### config.mk
export PLATFORM = sky130hd
export DESIGN_NAME = raster_sequencer
export DESIGN_NICKNAME = d
export VERILOG_FILES = /design/src/rtl/raster_sequencer.sv
export SDC_FILE = /design/constraint.sdc
export NUM_CORES = 1
export LEC_CHECK = 0
export BUFFER_PORTS_ARGS = -buffer_cell sky130_fd_sc_hd__buf_4
export CAP_MARGIN = 20
export CORE_MARGIN = 1.5
export CORE_UTILIZATION = 52
export DETAILED_ROUTE_END_ITERATION = 6
export PLACE_DENSITY_LB_ADDON = 0.05
export SYNTH_ARGS = -nofsm -noshare
export SYNTH_HDL_FRONTEND = slang
export SYNTH_SLANG_ARGS = --single-unit
### constraint.sdc
create_clock -name clk100 -period 2.6 [get_ports clk100]
set_clock_uncertainty 0.05 [all_clocks]
set_input_delay 0.39 -clock clk100 [delete_from_list [all_inputs] [get_ports clk100]]
set_output_delay 0.39 -clock clk100 [all_outputs]
set_load 0.02 [all_outputs]
### src/rtl/raster_sequencer.sv
// Raster event sequencer: turns the free-running Pixel/Line counters into a
// frame-start pulse, a frame counter and a lookahead line-render request stream.
module raster_sequencer #(
  parameter int CNT_W     = 10,
  parameter int H_ACTIVE  = 640,
  parameter int V_ACTIVE  = 480,
  parameter int LINE_LEAD = 1,
  parameter int FRAME_W   = 8
) (
  input  logic               clk100,
  input  logic               rst,
  input  logic               enable,
  input  logic [CNT_W-1:0]   Pixel,
  input  logic [CNT_W-1:0]   Line,
  input  logic               line_ack,
  output logic               line_req,
  output logic [CNT_W-1:0]   line_num,
  output logic               next_frame,
  output logic [FRAME_W-1:0] frame_cnt,
  output logic               overrun,
  output logic [7:0]         overrun_cnt
);

  localparam logic [CNT_W-1:0] H_END     = CNT_W'(H_ACTIVE);
  localparam logic [CNT_W-1:0] H_TRIG    = CNT_W'(H_ACTIVE + 1);
  localparam logic [CNT_W-1:0] V_END     = CNT_W'(V_ACTIVE);
  localparam logic [CNT_W-1:0] V_TRIG    = CNT_W'(V_ACTIVE + 1);
  localparam logic [CNT_W:0]   V_LIMIT   = (CNT_W+1)'(V_ACTIVE);
  localparam logic [CNT_W:0]   LEAD      = (CNT_W+1)'(LINE_LEAD);
  localparam logic [CNT_W:0]   LEAD_LAST = (CNT_W+1)'(LINE_LEAD - 1);

  typedef enum logic [1:0] {IDLE, REQ, PRIME} state_t;

  state_t           state, state_nxt;
  logic             req_nxt;
  logic [CNT_W-1:0] num_nxt;

  logic [CNT_W-1:0] pixel_p1, line_p1;
  logic             line_evt_p0, frame_evt_p0, any_evt_p0, ack_p0;
  logic [CNT_W:0]   target_p0;
  logic             overrun_nxt;

  function automatic logic [7:0] sat_inc(input logic [7:0] v);
    return (v == 8'hFF) ? v : v + 8'd1;
  endfunction

  // One bit wider than the counters so the lookahead sum cannot wrap.
  function automatic logic [CNT_W:0] lead_target(input logic [CNT_W-1:0] l);
    return {1'b0, l} + LEAD;
  endfunction

  // ---- stage p0: edge-qualified event detection on raw counters ----
  assign line_evt_p0  = (Pixel == H_TRIG) && (pixel_p1 == H_END) && (Line < V_END);
  assign frame_evt_p0 = (Line == V_TRIG) && (line_p1 == V_END);
  assign any_evt_p0   = enable && (line_evt_p0 || frame_evt_p0);
  assign ack_p0       = line_req && line_ack;
  assign target_p0    = lead_target(Line);

  always_comb begin
    state_nxt = state;
    req_nxt   = line_req;
    num_nxt   = line_num;
    if (ack_p0) begin
      if (state == PRIME && {1'b0, line_num} < LEAD_LAST) begin
        num_nxt = line_num + CNT_W'(1);
      end else begin
        state_nxt = IDLE;
        req_nxt   = 1'b0;
      end
    end
    // A new event overrides whatever the ack decided; frame beats line.
    if (enable && frame_evt_p0) begin
      state_nxt = PRIME;
      req_nxt   = 1'b1;
      num_nxt   = '0;
    end else if (enable && line_evt_p0) begin
      if (target_p0 < V_LIMIT) begin
        state_nxt = REQ;
        req_nxt   = 1'b1;
        num_nxt   = target_p0[CNT_W-1:0];
      end else begin
        state_nxt = IDLE;
        req_nxt   = 1'b0;
      end
    end
  end

  always_comb begin
    overrun_nxt = any_evt_p0 && line_req && !line_ack;
  end

  // ---- stage p1: registered state and outputs ----
  always_ff @(posedge clk100) begin
    if (rst) begin
      state    <= IDLE;
      line_req <= 1'b0;
      line_num <= '0;
    end else begin
      state    <= state_nxt;
      line_req <= req_nxt;
      line_num <= num_nxt;
    end
  end

  always_ff @(posedge clk100) begin
    if (rst) begin
      pixel_p1    <= '0;
      line_p1     <= '0;
      next_frame  <= 1'b0;
      frame_cnt   <= '0;
      overrun     <= 1'b0;
      overrun_cnt <= '0;
    end else begin
      pixel_p1   <= Pixel;
      line_p1    <= Line;
      next_frame <= frame_evt_p0;
      if (frame_evt_p0) frame_cnt <= frame_cnt + FRAME_W'(1);
      overrun <= overrun_nxt;
      if (overrun_nxt) overrun_cnt <= sat_inc(overrun_cnt);
    end
  end

endmodule

After elaboration in Yosys (flattened, before gate mapping) --
Index checks and enable logic that the tools add are counted.
Word-level totals: flip-flop bits (word level) 49, bits of input ports 24, output and inout bits 29, logic and storage cells 38
Operators by class: add/subtract/negate cells 3, magnitude comparators 2, eq/ne operators 5, multiplexer cells 4, bitwise operators 1, reductions and logical operators 15
Operator list (count):
- $eq A10 B10 Y1 const B | 2
- $eq A10 B9 Y1 const B | 2
- $add A8 B1 Y8 const B | 2
- $add A10 B1 Y11 const B | 1
- $lt A11 B9 Y1 const B | 1
- $lt A10 B9 Y1 const B | 1
- $logic_and A1 B1 Y1 | 9
- $eq A8 B8 Y1 const B | 1
- $mux W1 | 4
- $reduce_and A2 Y1 | 2
- $reduce_bool A3 Y1 | 1
- $reduce_or A2 Y1 | 1
- $logic_not A1 Y1 | 1
- $logic_or A1 B1 Y1 | 1
- $not A1 Y1 | 1

Depth between registers and ports, before layout --
Gate-level depths: netlist (run 1).
depth after elaboration 8, gate-level depth with buffers 9, depth with buffers taken out 7

Worst setup path before layout (run 1) --
No wires, ideal clock.
path kind input -> register, start in Line[5], end reg overrun_cnt[7], data arrival time 1959 ps, slack 521 ps, stages 6, path buffers 1, path through buf_6 > nand4_1 > or3_4 > o32a_4 > or4_1 > a21oi_1
Between the ends: cells in the longest elaborated chain, start to end 7
Ends and longest elaborated chain:
- start: declaration | line 14 | input logic [CNT_W-1:0] Line,
- $lt A10 B9 Y1 / $eq A10 B9 Y1 (equally long branches) | line 53, 54
- $logic_and A1 B1 Y1 (on tied branches) | line 53, 54
- $logic_or A1 B1 Y1 (*) | line 55 | assign any_evt_p0 = enable && (line_evt_p0 || frame_evt_p0);
- $logic_and A1 B1 Y1 (*) | line 55
- $logic_and A1 B1 Y1 (*) (2 in a row) | line 89 | overrun_nxt = any_evt_p0 && line_req && !line_ack;
- $reduce_and A2 Y1 (no line) (*)
- end signal: assignment | line 119 | if (overrun_nxt) overrun_cnt <= sat_inc(overrun_cnt);
- end: declaration | line 21 | output logic [7:0] overrun_cnt
Mark *: on every way between the ends. The rest lies on a longest branch, timed or not. A chain may end at the register's enable or synchronous reset.

Worst setup path in the final report (run 1) --
start reg pixel_p1[2], end reg overrun_cnt[7]
Between the ends: cells in the longest elaborated chain, start to end 8
Ends and longest elaborated chain:
- start: declaration | line 38 | logic [CNT_W-1:0] pixel_p1, line_p1;
- start signal: assignment | line 114 | pixel_p1 <= Pixel;
- $eq A10 B10 Y1 | line 53 | assign line_evt_p0 = (Pixel == H_TRIG) && (pixel_p1 == H_END) && (Line < V_END);
- $logic_and A1 B1 Y1 (2 in a row) | line 53
- $logic_or A1 B1 Y1 | line 55
- $logic_and A1 B1 Y1 | line 55
- $logic_and A1 B1 Y1 (2 in a row) | line 89
- $reduce_and A2 Y1 (no line)
Every way passes these cells.

==> results of run 1 <==
[cell families (layout without fill, tap and decap cells)]
group	after synthesis	in the layout	share of synthesized area, %
AO/OA/AOI/OAI	41	41	12.6
flip-flops	49	49	46.0
buffers and inverters	13	67	3.05
adder cells (fa/ha/maj)	4	4	2.35
AND/OR/NAND/NOR	101	101	29.7
XOR/XNOR	13	13	5.34
multiplexers	2	2	0.998
[power breakdown]
part / internal (mW) / switching, mW / total, mW
combinational: 0.0471 / 0.0474 / 0.0946
sequential: 0.766 / 0.00409 / 0.770
clock: 0.186 / 0.250 / 0.436
[registers in the layout (all words and copies together), names as in the netlist]
| name | count |
|---|---|
| line_p1 | 10 |
| line_num | 10 |
| pixel_p1 | 10 |
| line_req | 1 |
| next_frame | 1 |
| overrun_cnt | 8 |
| frame_cnt | 8 |
| overrun | 1 |
[worst max-delay path: cells and delay by family (launching register included)]
family	cells	cell delay, ns
flops	1	0.30
compound gates	2	0.39
simple gates	3	1.37
[layout make-up]
class / count / share of cell area [%]
multi-input combinational: 161 / 41.1
sequential: 49 / 37.1
timing repair buffer: 55 / 15.6
clock buffer: 5 / 2.60
tap: 50 / 2.37
clock inverter: 3 / 0.663
inverter: 4 / 0.568
[layer usage]
metal	GRT usage (%)	wire length, um	part of all wire, %
met2	34.0	2110	48
met1	27.0	2050	47
met4	10.7	46	1.0
met3	4.05	177	4.0
met5	0	0	0
[path summary, 6_finish.rpt]
kind | start | endpoint | slack, ns | cells past startpoint
worst min-delay path | Pixel[0] | pixel_p1[0] | 0.25 | 2
worst max register to register | pixel_p1[2] | overrun_cnt[7] | 0.41 | 5
worst min register to register | line_num[6] | line_num[6] | 0.42 | 1
worst max-delay path | pixel_p1[2] | overrun_cnt[7] | 0.41 | 5
[cells in the mapped netlist (2+ instances only)]
| library cell | number |
|---|---|
| and3_1 | 3 |
| a31o_2 | 2 |
| nor2_1 | 14 |
| or3_1 | 4 |
| ha_1 | 4 |
| nand3_1 | 6 |
| nand4_1 | 8 |
| dfxtp_1 | 49 |
| nor4_2 | 2 |
| or2_2 | 2 |
| or3_4 | 2 |
| and4_1 | 3 |
| buf_6 | 2 |
| or4_1 | 2 |
| o21a_1 | 4 |
| inv_1 | 4 |
| and2_1 | 4 |
| a211oi_1 | 5 |
| a31oi_1 | 2 |
| nor4_1 | 5 |
| xor2_1 | 6 |
| xnor2_1 | 7 |
| a21oi_1 | 17 |
| nor3b_1 | 2 |
| nand4b_1 | 2 |
| o31ai_1 | 2 |
| nor3_1 | 2 |
| nand2_1 | 11 |
| o21ai_1 | 3 |
| nor2b_1 | 21 |
| o21ai_0 | 2 |
| clkbuf_1 | 5 |
[stage by stage]
stage	setup slack (ns)	cells	total power, mW
after global placement	0.297	319	0.882
after CTS	0.408	327	1.32
after detailed placement	0.263	319	0.883
final	0.413	327	1.30
after floorplan	0.521	223	0.836
after global routing	0.313	327	1.35
==> results.md, run 1 <==
- F_max: about 460 MHz
- Latest clock arrival within the worst-skew pair: roughly 0.3 ns
- Fin crit share: 84.1%
- DRT Pass-1 Iters: 4
- Kind of critical path: flop to flop
- Die footprint: roughly 4500 um^2
- Dpl hpwl: between 3 and 4 mm
- Commonest non-fill, non-tap cell in the layout: buf_4
- Worst VDD drop: approximately 0.00034 V
- Clock buffer count from CTS: 5
- Initial antenna violation count: 0
- Area of the core: 3970 um^2
- Post-Syn Instances: 223
- Diodes inserted: 0
- Ys Warns: 0
- Die Y: 67.0 um
- Die W: between 60 and 70 um
- Syn Nets: 251
- Post-synth EDFFs: 0
- Placer congestion estimate: between 0.7 and 0.8
- Gr ovfl total: 0
- Worst rel slew slack: 70.4%
- Yosys top cell by area: dfxtp_1
- CTS tree: built
- Pleak: 1.03 nW
- WL/cell: 13.4 um
- Synth-to-Final Area Change: 24.0%
- Share of layout cells above drive strength 1: a little over a quarter
- DRC violations left: 0
- Vias: 1785
- Critical path data arrival time: 2.38 ns
- Sequential standard cell area: 981 um^2
- Hold slack: 0.250 ns
- Crit-path max FO: 13
- Status: finished, final reports clean
- Vias in the first global route: 1544
- Worst EP required: ~2.8 ns
- Final WL: 4.38 mm
- Post-CTS Hold Buffers: 0
- Vias/cell: about 5.5
- Fin area: between 2000 and 3000 um^2
- CP Cell Sequence: or4_4, or3_4, o32a_4, or4_1, a21oi_1
- Setup bufs post-CTS: 0
- Ports: 53
- Worst Hold Class: primary input to flop
- Post-placement cell area: about 2600 um^2
- Slowest stage delay, CP: 0.54 ns
- Final nets: just over 300
- Multi-input combinational cell area: 1080 um^2
- Min Tclk post-route: roughly 2.2 ns
- Most used DFF post-synth: dfxtp_1
- CTS Sinks: a little under 50
- Slowest cell on crit path: or4_4
- Max-slew violation count: 0
- Initial core utilization: 53.7%
- Port-buffer cells: 52
- H-tree depth: 2
- # rows: 23
- Largest net degree at the start of global routing: 42
- Power per cell area: roughly 500 nW/um^2
- Max-cap viol count: 0
- Iter 0 DRT Violations: approximately 140
- Post-layout util: 66.5%
- Netlist cell types: 48
- First-pass GRT wire length: 7.07 mm
- Total negative setup slack: 0 ns
- Area contributors post-synth: dfxtp_1 (46%), nor2b_1 (6.2%), a21oi_1 (4.0%)
- Sequential area share after synthesis: 46.0%
- CTS max path bufs: 2
- Final hold violation count: 0
- Asr flop ratio synth: 0%
- CTS clock-pin slew for the worst setup and hold paths: approximately 0.090 ns
- Most frequent cells in the layout: buf_4 (55), dfxtp_1 (49), nor2b_1 (21), a21oi_1 (17), nor2_1 (14)
- Worst Max-Slew Pin Slew: around 0.44 ns
- Synth top area share: 46.0%
- Mapped Avg Cell Area: 9.56 um^2
- Clock root buffer: clkbuf_8
- RSZ-0062 raised after global routing: no
- Mapped Area: approximately 2100 um^2
- Fill cells: 381
- Crit start category: flop
- GRT Total Usage: approximately a fifth
- Final setup viols: 0
- Final ANT Viol Nets: 0
- Resized Gates After CTS: 0
- Crit path capture type: flop
- Number of synthesized register bits: 49
Note: power is estimated with default switching activity, not from simulation.
==> run 2, diff against run 1 <==
--- a/config.mk
+++ b/config.mk
@@ -8,7 +8,7 @@
 export BUFFER_PORTS_ARGS = -buffer_cell sky130_fd_sc_hd__buf_4
 export CAP_MARGIN = 20
 export CORE_MARGIN = 1.5
-export CORE_UTILIZATION = 52
+export CORE_UTILIZATION = 47
 export DETAILED_ROUTE_END_ITERATION = 6
 export PLACE_DENSITY_LB_ADDON = 0.05
 export SYNTH_ARGS = -nofsm -noshare
==> constraint.sdc (replaced) <==
create_clock -name clk100 -period 1.9 [get_ports clk100]
set_clock_uncertainty 0.05 [all_clocks]
set_input_delay 0.285 -clock clk100 [delete_from_list [all_inputs] [get_ports clk100]]
set_output_delay 0.285 -clock clk100 [all_outputs]
set_load 0.02 [all_outputs]
==> run 2 against run 1 <==
Compared with the run above:
- the flow now finishes with violations (negative setup slack)
- flip-flop and latch count unchanged
- final cell count increased by 9.5%
- combinational power increased by 67%
- sequential power increased by 36%
- non-clock buffer count increased by 29
- count of clock-buffer cells in the layout increased by 1
- sequential share of layout area decreased by 3.7 points
- die area increased by 10%
- largest cell class unchanged
- global-route usage decreased by 1.8 points
- critical endpoint unchanged
- first-iteration DRC count decreased by 42%
- worst hold slack got worse by 0.12 ns
- via count increased by 3.5%
==> results.md, run 2 (synthesis results as in run 1) <==
- Die footprint: 4950 um^2 (was 4490 um^2)
- Die W: 70.3 um (was 67.0 um)
- Initial antenna violation count: 0 (unchanged)
- Worst rel slew slack: 73.9% (was 70.4%)
- Most frequent cells in the layout: buf_4 (83), dfxtp_1 (49), nor2b_1 (21), nor2_1 (14), a21oi_1 (14) (was buf_4 (55), dfxtp_1 (49), nor2b_1 (21), a21oi_1 (17), nor2_1 (14))
- Biggest regs: line_num (10), line_p1 (10), pixel_p1 (10) (unchanged)
- Place WS: -0.286 ns (was 0.263 ns)
- Placer congestion estimate: 0.784 (was 0.799)
- Final nets: 333 (was 304)
- Final hold violation count: 0 (unchanged)
- Critical path data arrival time: 2.30 ns (was 2.38 ns)
- Worst Max-Slew Pin Slew: 0.387 ns (was 0.443 ns)
- Latest clock arrival within the worst-skew pair: 0.30 ns (about the same)
- Vias in the first global route: 1833 (was 1544)
- Fin area: 2940 um^2 (was 2640 um^2)
- Met2 wire len: 2.20 mm (was 2.11 mm)
- DRT Pass-1 Iters: 4 (unchanged)
- Initial core utilization: 48.9% (was 53.7%)
- Worst Hold Class: primary input to flop (unchanged)
- Clock buffer count from CTS: 5 (unchanged)
- CTS Sinks: 49 (unchanged)
- Pleak: 1.21 nW (was 1.03 nW)
- Final WL: 4.54 mm (was 4.38 mm)
- Status: finished with violations (was finished, final reports clean)
- Max-slew violation count: 0 (unchanged)
- Share of layout cells above drive strength 1: 35.9% (was 26.7%)
- Min Tclk post-route: 2.12 ns (was 2.19 ns)
- CTS tree: built (unchanged)
- Power per cell area: 675 nW/um^2 (was 492 nW/um^2)
- Gr ovfl total: 0 (unchanged)
- Area of the core: 4350 um^2 (was 3970 um^2)
- Fin worst setup slack: -0.220 ns (was 0.413 ns)
- Dpl hpwl: 3.34 mm (was 3.06 mm)
- GRT Total Usage: 19.4% (was 21.2%)
- Largest net degree at the start of global routing: 27 (was 42)
- Final ANT Viol Nets: 0 (unchanged)
- Post-placement cell area: 2770 um^2 (was 2560 um^2)
- F_max: 472 MHz (was 457 MHz)
- Fin crit share: 112% (was 84.1%)
- First-pass GRT wire length: 7.87 mm (was 7.07 mm)
- Fill cells: 369 (was 381)
- Diodes inserted: 0 (unchanged)
- Synth-to-Final Area Change: 37.9% (was 24.0%)
- Vias/cell: 5.16 (was 5.46)
- H-tree depth: 2 (unchanged)
- Worst EP required: 2.09 ns (was 2.79 ns)
- Crit start category: flop (unchanged)
- Ports: 53 (unchanged)
- Crit-path max FO: 4 (was 13)
- R2R setup slack: -0.22 ns (was 0.41 ns)
- Kind of critical path: flop to flop (unchanged)
- Final setup viols: 7 (was 0)
- DRC violations left: 0 (unchanged)
- Failing checks: negative setup slack
- Clock root buffer: clkbuf_8 (unchanged)
- WL/cell: 12.7 um (was 13.4 um)
- RSZ-0062 raised after global routing: yes (was no)
- Crit path capture type: flop (unchanged)
- Iter 0 DRT Violations: 82 (was 142)
- # rows: 24 (was 23)
- Top routing layer in use: met4 (unchanged)
- Routed met3 length: 172 um (was 177 um)
- Metal-1 WL: 2.12 mm (was 2.05 mm)
- Worst VDD drop: 0.000491 V (was 0.000343 V)
- Vias: 1848 (was 1785)
- Port-buffer cells: 52 (unchanged)
- CTS clock-pin slew for the worst setup and hold paths: 0.09 ns (about the same)
- Die Y: 70.3 um (was 67.0 um)
- Max-cap viol count: 0 (unchanged)
- Post-layout util: 67.5% (was 66.5%)
- CTS max path bufs: 2 (unchanged)
- Commonest non-fill, non-tap cell in the layout: buf_4 (unchanged)
==> run 2: final timing paths <==
check / end / cells after the start / from
setup / recovery: overrun_cnt[7] / 5 / pixel_p1[2]
hold / removal: line_num[0] / 2 / Line[0]
setup reg to reg: overrun_cnt[7] / 5 / pixel_p1[2]
hold reg to reg: line_num[6] / 1 / line_num[6]
==> run 2: cell type report <==
class	instances	area [um^2]	share of cell area, %
Tap cell	52	65.1	2.21
Inverter	4	15.0	0.511
Sequential cell	49	981	33.4
Timing Repair Buffer	84	634	21.6
Multi-Input combinational cell	161	1120	38.2
Clock inverter	2	37.5	1.28
Clock buffer	6	82.6	2.81
==> run 2: critical path, cell delays in order, from the launching register on <==
cell	delay, ns
dfxtp_1	0.31
or4_4	0.52
or3_4	0.36
o32a_4	0.21
or4_1	0.47
a21oi_1	0.14
==> run 2: metal layers <==
metal / GRT usage [%] / vias up
met4: 4.49 / 0
met3: 5.48 / 5
met1: 23.7 / 848
li1: - / 963
met2: 33.6 / 32
met5: 0 / -
==> run 2: through the flow <==
stage | hold slack [ns] | TNS [ns] | power, mW | std cells
3_5_place_dp | 0.409 | -3.86 | 1.24 | 349
6_report | 0.128 | -1.22 | 1.98 | 358
4_1_cts | 0.123 | -1.28 | 2.01 | 357
2_1_floorplan | 0.332 | -0.637 | 1.14 | 223
3_3_place_gp | 0.404 | -2.82 | 1.24 | 349
5_1_grt | 0.127 | -1.92 | 2.06 | 358
==> run 2: report_power, final <==
part           internal (mW)  total [mW]  switching (mW)
clock network          0.428       0.772           0.344
logic                 0.0884       0.158          0.0701
registers               1.05        1.05         0.00571
==> run 2: repair_timing <==
action / in CTS / in global routing
hold buffers: 0 / 0
buffers inserted: 0 / 1
pin swaps: 2 / 1
endpoints found under the setup margin: 18 / 16
resized for setup: 3 / 7
==> run 3, diff against run 2 <==
--- a/config.mk
+++ b/config.mk
@@ -10,7 +10,9 @@
 export CORE_MARGIN = 1.5
 export CORE_UTILIZATION = 47
 export DETAILED_ROUTE_END_ITERATION = 6
+export GPL_TIMING_DRIVEN = 0
 export PLACE_DENSITY_LB_ADDON = 0.05
 export SYNTH_ARGS = -nofsm -noshare
 export SYNTH_HDL_FRONTEND = slang
 export SYNTH_SLANG_ARGS = --single-unit
+export TNS_END_PERCENT = 20
==> run 3 against run 2 <==
Compared with the run above:
- the run still ends with negative setup slack left
- sequential share of layout area grew 1.8 points
- first-iteration DRC count fell by 50%
- die area is the same
- critical path type unchanged
- clock power decreased by 24%
- final cell count is 5.3% lower
==> results.md, run 3 (synthesis results as in run 1) <==
- Crit-path max FO: 10 (was 4)
- Most frequent cells in the layout: buf_4 (55), dfxtp_1 (49), nor2b_1 (21), a21oi_1 (15), nor2_1 (14) (was buf_4 (83), dfxtp_1 (49), nor2b_1 (21), nor2_1 (14), a21oi_1 (14))
- Ports: 53 (unchanged)
- GRT Total Usage: 19.0% (was 19.4%)
- Vias/cell: 5.31 (was 5.16)
- Final nets: 314 (was 333)
- Post-placement cell area: 2580 um^2 (was 2770 um^2)
- Tot Pwr: 1.78 mW (was 1.98 mW)
- WL/cell: 13.2 um (was 12.7 um)
- CTS tree: built (unchanged)
- Fin worst setup slack: -0.221 ns (was -0.220 ns)
- Final setup viols: 9 (was 7)
- Critical path data arrival time: 2.31 ns (was 2.30 ns)
- Status: finished with violations (unchanged)
- Post-Place Cells: 326 (was 349)
- Die W: 70.3 um (unchanged)
- Worst VDD drop: 0.000406 V (was 0.000491 V)
- Worst EP required: 2.09 ns (about the same)
- CTS clock-pin slew for the worst setup and hold paths: 0.09 ns (about the same)
- CTS Sinks: 49 (unchanged)
- Dpl hpwl: 3.16 mm (was 3.34 mm)
- Port-buffer cells: 51 (was 52)
- Initial antenna violation count: 0 (unchanged)
- Fin area: 2790 um^2 (was 2940 um^2)
- Worst rel slew slack: 63.1% (was 73.9%)
- Iter 0 DRT Violations: 41 (was 82)
- RSZ-0062 raised after global routing: yes (unchanged)
- Latest clock arrival within the worst-skew pair: 0.30 ns (about the same)
- Max-slew violation count: 0 (unchanged)
- Final hold violation count: 0 (unchanged)
- Die Y: 70.3 um (unchanged)
- Crit start category: flop (unchanged)
- Total negative setup slack: -1.22 ns (about the same)
- Final ANT Viol Nets: 0 (unchanged)
- Fin cells: 339 (was 358)
- CTS max path bufs: 2 (unchanged)
- Min Tclk post-route: 2.12 ns (about the same)
- Max-cap viol count: 0 (unchanged)
- Diodes inserted: 0 (unchanged)
- First-pass GRT wire length: 7.56 mm (was 7.87 mm)
- Kind of critical path: flop to flop (unchanged)
- Biggest regs: line_num (10), line_p1 (10), pixel_p1 (10) (unchanged)
- Worst Max-Slew Pin Slew: 0.553 ns (was 0.387 ns)
- Crit path capture type: flop (unchanged)
- Commonest non-fill, non-tap cell in the layout: buf_4 (unchanged)
- Share of layout cells above drive strength 1: 31.0% (was 35.9%)
- Largest net degree at the start of global routing: 15 (was 27)
- Placer congestion estimate: 0.767 (was 0.784)
- Power per cell area: 640 nW/um^2 (was 675 nW/um^2)
- Synth-to-Final Area Change: 30.7% (was 37.9%)
- Gr ovfl total: 0 (unchanged)
- DRT Pass-1 Iters: 4 (unchanged)
- Area of the core: 4350 um^2 (unchanged)
- Clock buffer count from CTS: 5 (unchanged)
- F_max: 471 MHz (was 472 MHz)
- Worst Hold Class: primary input to flop (unchanged)
- # rows: 24 (unchanged)
- Fin crit share: 112% (about the same)
- Initial core utilization: 48.9% (unchanged)
- Post-CTS Hold Buffers: 0 (unchanged)
- Vias in the first global route: 1705 (was 1833)
- Clock root buffer: clkbuf_8 (unchanged)
- Die footprint: 4950 um^2 (unchanged)
- Final WL: 4.47 mm (was 4.54 mm)
- DRC violations left: 0 (unchanged)
- Vias: 1801 (was 1848)
- Pleak: 1.08 nW (was 1.21 nW)
- H-tree depth: 2 (unchanged)
- Failing checks: negative setup slack (unchanged)
-- run 3: cell count changes in the layout (fill, tap and decap cells not counted), moves of 2 or more --
| cell | change |
|---|---|
| buf_6 | +2 |
| clkbuf_2 | +2 |
| buf_4 | -28 |
| clkinv_2 | +2 |
| clkbuf_1 | +4 |
-- run 3: metal layers --
layer	vias up	wire, um	track usage, %
met4	0	29	7.05
li1	929	-	-
met3	4	207	5.05
met5	-	0	0
met1	827	2080	24.5
met2	41	2150	30.6
-- run 3: critical path, stage by stage (launching register included) --
cell and delay (ns):
dfxtp_1 0.31, or4_4 0.53, or3_4 0.35, o32a_4 0.22, buf_6 0.14, or3_4 0.36, a21oi_2 0.11
-- run 3: worst paths after layout --
path / startpoint / end / slack (ns) / cells past startpoint
setup / recovery: pixel_p1[6] / overrun_cnt[3] / -0.22 / 6
hold / removal: Pixel[0] / pixel_p1[0] / 0.15 / 2
setup reg to reg: pixel_p1[6] / overrun_cnt[3] / -0.22 / 6
hold reg to reg: line_num[6] / line_num[6] / 0.42 / 1
-- run 3: per-stage QoR --
step | worst slack [ns] | utilization, % | hold slack, ns
floorplan | -0.161 | - | 0.332
global placement | -0.570 | 59.2 | 0.406
detailed placement | -0.570 | 59.2 | 0.407
CTS | -0.244 | 62.0 | 0.145
global route | -0.274 | 64.0 | 0.152
finish | -0.221 | 64.0 | 0.152
-- run 3: final cells by class --
cell class,count,area (um^2)
inverter,4,15.0
timing repair buffer,56,424
multi-input combinational,161,1160
fill,387,1570
clock inverter,2,10.0
clock buffer,6,72.6
tap,52,65.1
buffer,9,52.6
sequential,49,981
-- run 3: timing repair --
item | CTS | global route
resized for setup | 3 | 13
pin swaps | 8 | 7
buffers inserted | 3 | 2
endpoints found under the setup margin | 19 | 18
-- run 3: where the power goes --
| group | internal [mW] | switching [mW] | total (mW) |
|---|---|---|---|
| Sequential | 1.05 | 0.00560 | 1.05 |
| Clock | 0.256 | 0.329 | 0.584 |
| Combinational | 0.0711 | 0.0719 | 0.143 |
| Total | 1.38 | 0.406 | 1.78 |
